`src/rtl/alu_issue_wb.sv`:
```
// rtl/alu_issue_wb.sv - issue/writeback stage around the multi-cycle ALU execute stage
module alu_issue_wb #(
    parameter int          N       = 32,
    parameter int          MUL_LAT = 34,
    parameter int          SHF_LAT = 33,
    parameter int          ALU_LAT = 1,
    parameter logic [5:0]  IDLE_OP = 6'b111111
) (
    input  logic          clk,
    input  logic          rst,
    input  logic          in_valid,
    output logic          in_ready,
    input  logic [5:0]    in_funct,
    input  logic [N-1:0]  in_a,
    input  logic [N-1:0]  in_b,
    output logic [5:0]    alu_oper,
    output logic [N-1:0]  alu_src0,
    output logic [N-1:0]  alu_src1,
    input  logic [N-1:0]  alu_dst_lo,
    input  logic [N-1:0]  alu_dst_hi,
    output logic          out_valid,
    input  logic          out_ready,
    output logic [N-1:0]  out_lo,
    output logic [N-1:0]  out_hi,
    output logic          out_hi_we,
    output logic          out_err,
    output logic [N-1:0]  hi_reg,
    output logic [N-1:0]  lo_reg,
    output logic          busy
);

    localparam logic [5:0] F_ADD  = 6'b100000;
    localparam logic [5:0] F_SUB  = 6'b100010;
    localparam logic [5:0] F_MUL  = 6'b000010;
    localparam logic [5:0] F_MULT = 6'b011000;
    localparam logic [5:0] F_AND  = 6'b100100;
    localparam logic [5:0] F_OR   = 6'b100101;
    localparam logic [5:0] F_XOR  = 6'b100110;
    localparam logic [5:0] F_NOR  = 6'b100111;
    localparam logic [5:0] F_SLLV = 6'b000100;
    localparam logic [5:0] F_SRLV = 6'b000110;

    // Counter holds "cycles left minus one", so LAT=1 gives a single EXEC cycle.
    localparam logic [5:0] MUL_LM1 = 6'(MUL_LAT - 1);
    localparam logic [5:0] SHF_LM1 = 6'(SHF_LAT - 1);
    localparam logic [5:0] ALU_LM1 = 6'(ALU_LAT - 1);

    typedef enum logic [1:0] {
        S_IDLE = 2'd0,
        S_EXEC = 2'd1,
        S_DONE = 2'd2
    } state_t;

    state_t      state;
    state_t      state_nxt;
    logic [5:0]  cnt;
    logic        supported;
    logic [5:0]  lat_m1;
    logic        exec_mult;

    // Decode the incoming funct into "supported" and its latency class.
    always_comb begin
        supported = 1'b1;
        lat_m1    = ALU_LM1;
        case (in_funct)
            F_ADD, F_SUB, F_AND, F_OR, F_XOR, F_NOR: lat_m1 = ALU_LM1;
            F_MUL, F_MULT:                           lat_m1 = MUL_LM1;
            F_SLLV, F_SRLV:                          lat_m1 = SHF_LM1;
            default: begin
                supported = 1'b0;
                lat_m1    = 6'd0;
            end
        endcase
    end

    // alu_oper is held at the in-flight funct for all of EXEC, so it identifies MULT.
    assign exec_mult = (alu_oper == F_MULT);

    assign in_ready  = (state == S_IDLE);
    assign busy      = (state != S_IDLE);
    assign out_valid = (state == S_DONE);

    // State register.
    always_ff @(posedge clk or posedge rst) begin
        if (rst) begin
            state <= S_IDLE;
        end else begin
            state <= state_nxt;
        end
    end

    // Next-state logic: accept in IDLE, count down in EXEC, wait for downstream in DONE.
    always_comb begin
        state_nxt = state;
        case (state)
            S_IDLE: begin
                if (in_valid) begin
                    state_nxt = supported ? S_EXEC : S_DONE;
                end
            end
            S_EXEC: begin
                if (cnt == 6'd0) begin
                    state_nxt = S_DONE;
                end
            end
            S_DONE: begin
                if (out_ready) begin
                    state_nxt = S_IDLE;
                end
            end
            default: state_nxt = S_IDLE;
        endcase
    end

    // Operand/oper launch, latency countdown, result capture and HI/LO update.
    always_ff @(posedge clk or posedge rst) begin
        if (rst) begin
            alu_oper  <= IDLE_OP;
            alu_src0  <= '0;
            alu_src1  <= '0;
            cnt       <= 6'd0;
            out_lo    <= '0;
            out_hi    <= '0;
            out_hi_we <= 1'b0;
            out_err   <= 1'b0;
            hi_reg    <= '0;
            lo_reg    <= '0;
        end else begin
            case (state)
                S_IDLE: begin
                    if (in_valid) begin
                        if (supported) begin
                            alu_oper <= in_funct;
                            alu_src0 <= in_a;
                            alu_src1 <= in_b;
                            cnt      <= lat_m1;
                        end else begin
                            out_lo    <= '0;
                            out_hi    <= '0;
                            out_hi_we <= 1'b0;
                            out_err   <= 1'b1;
                        end
                    end
                end
                S_EXEC: begin
                    if (cnt == 6'd0) begin
                        out_lo    <= alu_dst_lo;
                        out_hi    <= exec_mult ? alu_dst_hi : '0;
                        out_hi_we <= exec_mult;
                        out_err   <= 1'b0;
                        if (exec_mult) begin
                            hi_reg <= alu_dst_hi;
                            lo_reg <= alu_dst_lo;
                        end
                        // Dropping back to IDLE_OP guarantees an oper edge before the next op.
                        alu_oper  <= IDLE_OP;
                    end else begin
                        cnt <= cnt - 6'd1;
                    end
                end
                default: ;
            endcase
        end
    end

endmodule

```
`config.mk`:
```
export PLATFORM = sky130hd
export DESIGN_NAME = alu_issue_wb
export DESIGN_NICKNAME = d
export VERILOG_FILES = /design/src/rtl/alu_issue_wb.sv
export SDC_FILE = /design/constraint.sdc
export NUM_CORES = 1
export LEC_CHECK = 0
export ABC_AREA = 1
export CORE_UTILIZATION = 38
export DETAILED_ROUTE_END_ITERATION = 8
export GPL_TIMING_DRIVEN = 0
export PLACE_DENSITY_LB_ADDON = 0.3
export SYNTH_ARGS = -nofsm -noshare
export SYNTH_HDL_FRONTEND = slang
export SYNTH_SLANG_ARGS = --single-unit
```
`constraint.sdc`:
```
create_clock -name clk -period 11.27 [get_ports clk]
set_input_delay 3.381 -clock clk [delete_from_list [all_inputs] [get_ports clk]]
set_output_delay 3.381 -clock clk [all_outputs]
set_load 0.05 [all_outputs]
```
==> reports/qor.yml <==
outcome: "complete, no violations"
drv_cap: 0
placed_cell_area_sq_um: 12590
io-pin-count: 341
crit_path_end_kind: "output port"
hold_viol_final: 0
synthAdderAreaFrac_pct: 0.2845
start_util_pct: 38.86
avgSynthCellArea_sq_um: 8.491
ir_drop_mv: 0.2063
postRouteWirelength_mm: 27.49
synth-seq-cells: 208
portBuffers: 340
route.vias.total: 8345
track_usage_pct: 23.07
num_rows: 55
synth_seq_area_share_pct: 59.25
n_antenna_cell: 0
fin_nets: 1543
die_h_um: 154.2
syn2layout_area_growth_pct: 51.67
worst-path-max-fanout: 5
synth_flop_cell: "dfrtp_1"
hold_slack_ps: 465.9
finalCritPeriodShare_pct: 47.90
wire_per_inst_um: 16.16
worstSetupPathType: "flip-flop to output port"
worstPathBufferInverterCount: 1
cellPowerDensity_nw_per_um2: 258.6
cts_sinks: 208
setup_violations: 0
cp.required_ps: 7890
path_cells: "nor2_2, clkdlybuf4s50_1"
dp_hpwl_mm: 20.22
critPathMaxStageDelay_ps: 850
fmax_mhz: 185.2
min_period_ps: 5399
synth-async-reset-ratio_pct: 100.0
netlist_area_sq_um: 8797
arrival_ps: 2020
cts-htree-levels: 1
ys_types: 25
synth_simple_gate_area_share_pct: 35.03
gp_congestion: 0.8882
postCtsHoldBufs: 0
crit_family: "buffers and inverters"
core_sq_um: 22640
clock-root-buffer: "clkbuf_16"
synth_cells: 1036
grt-ovfl-total: 0
antenna_left: 0
synth-edff-count: 0
tightest_slew_ps: 901.8
slew_headroom_pct: 39.88
cts_buffers: 24
synth-compound-area-share_pct: 0.2276
hp-class: "flip-flop to flip-flop"
viasPerCell: 4.906
synth_xor_area_share_pct: 0.1991
cts_tree: "yes"
cts_setup_buffers: 0
die_x_um: 154.2
clk_pin_slew_ps: 60
final_area_sq_um: 13340
drc: 0
p_leak_uw: 0.006379
final-max-slew-violation-count: 0
syn_nets: 1176
dr.pass1.iters: 4
synthMuxAreaShare_pct: 0
drive_gt1_share_pct: 7.910
grt_max_degree: 124
final_util_pct: 58.93
finClkSkew_ps: 15.63
grt_first_pass_wirelength_mm: 43.26
cts.repair.resized: 0
clk_latency_ps: 510
slowest_stage: "clkdlybuf4s50_1"
cts_buffer_depth: 3
synth_top_family_by_area: "simple AND/OR/NAND/NOR gates"
grt_pass1_vias: 8174
first_iter_violations: 425
antenna_found_initial: 2
ys.warnings.count: 0
rsz0062_at_grt: "no"
die-area_sq_um: 23760
worst_setup_path_start_kind: "flip-flop"
==> layer usage <==
metal | GRT usage [%] | routed length, um
met5 | 0 | 12
met4 | 6.857 | 728
met3 | 7.328 | 2453
met2 | 39.37 | 13220
met1 | 27.82 | 11070
==> where the power goes <==
group          internal (uW)  switching [uW]  total, uW
Clock                    442             300        742
Sequential               945             113       1060
Combinational            500            1150       1650
Total                   1890            1560       3450
==> cell usage after synthesis (2+ instances only) <==
master	number	area [sq um]
nand3_1	212	1061
dfrtp_1	202	5055
nand2_2	3	18.77
dfstp_2	6	157.7
buf_4	3	22.52
nand4_1	2	12.51
buf_2	46	230.2
nor2_2	2	12.51
or2_2	3	18.77
inv_2	2	7.510
inv_1	15	56.30
nand2_1	463	1738
ha_1	2	25.02
nor3_2	2	20.02
nor2_1	44	165.2
o21ai_0	3	15.01
buf_6	7	78.83
clkbuf_1	12	45.04
==> cell usage in the layout (no fill, tap or decap), types with 2 or more instances in the layout <==
cell type	synthesis	final
buf_2	46	46
buf_4	3	3
buf_6	7	7
clkbuf_1	12	17
clkbuf_16	0	25
clkbuf_8	0	6
clkdlybuf4s50_1	0	340
dfrtp_1	202	202
dfstp_2	6	6
ha_1	2	2
inv_1	15	14
inv_2	2	2
inv_8	0	2
nand2_1	463	463
nand2_2	3	3
nand3_1	212	212
nand4_1	2	2
nor2_1	44	44
nor2_2	2	2
nor3_2	2	2
o21ai_0	3	3
or2_2	3	3
==> kinds of logic (layout without fill, tap and decap cells) <==
| family | after synthesis | in the layout |
|---|---|---|
| buffers and inverters | 85 | 465 |
| DFF | 208 | 208 |
| xor gates and xnor gates | 2 | 2 |
| AOI/OAI and AO/OA | 4 | 4 |
| and+or+nand+nor | 735 | 735 |
| adders and majority gates | 2 | 2 |
==> through the flow <==
step / setup WS [ps] / std cells / power [uW] / TNS (ps)
after floorplan: 2218 / 1036 / 2120 / 0
after global placement: -686.1 / 1661 / 2705 / -135220
after detailed placement: 5944 / 1662 / 2726 / 0
after CTS: 5839 / 1701 / 3486 / 0
after global routing: 5827 / 1701 / 3620 / 0
final: 5871 / 1701 / 3450 / 0
==> worst reg2reg max path: stages (launching register included) <==
cell,delay (ps)
dfstp_2,540
nand2_1,80
nor3_2,360
nand2_1,120
nor2_2,190
nand2_2,230
buf_2,260
nand2_1,90
nand2_1,50
==> path summary, 6_finish.rpt <==
path / start / endpoint / slack (ps) / depth (start not counted)
setup / recovery: state[1]$_DFFE_PP0P_ / in_ready / 5870 / 2
hold / removal: alu_src1[3]$_DFFE_PP0P_ / alu_src1[3]$_DFFE_PP0P_ / 470 / 2
setup reg to reg: alu_oper[3]$_DFFE_PP1P_ / lo_reg[18]$_DFFE_PP0P_ / 9220 / 8
hold reg to reg: alu_src1[3]$_DFFE_PP0P_ / alu_src1[3]$_DFFE_PP0P_ / 470 / 2
max in group asynchronous: rst / lo_reg[22]$_DFFE_PP0P_ / 6920 / 3
min in group asynchronous: rst / hi_reg[23]$_DFFE_PP0P_ / 3440 / 2
==> area by class of cell <==
| class | count | area [sq um] |
|---|---|---|
| plain buffers | 68 | 376.6 |
| clock buffers | 36 | 726.9 |
| clock inverters | 3 | 23.77 |
| fillers | 2002 | 9298 |
| inverters | 17 | 71.32 |
| multi-input cells | 743 | 3144 |
| flip-flops and latches | 208 | 5213 |
| well taps | 285 | 356.6 |
| repair buffers | 341 | 3431 |
Note: power is estimated with default switching activity, not from simulation.
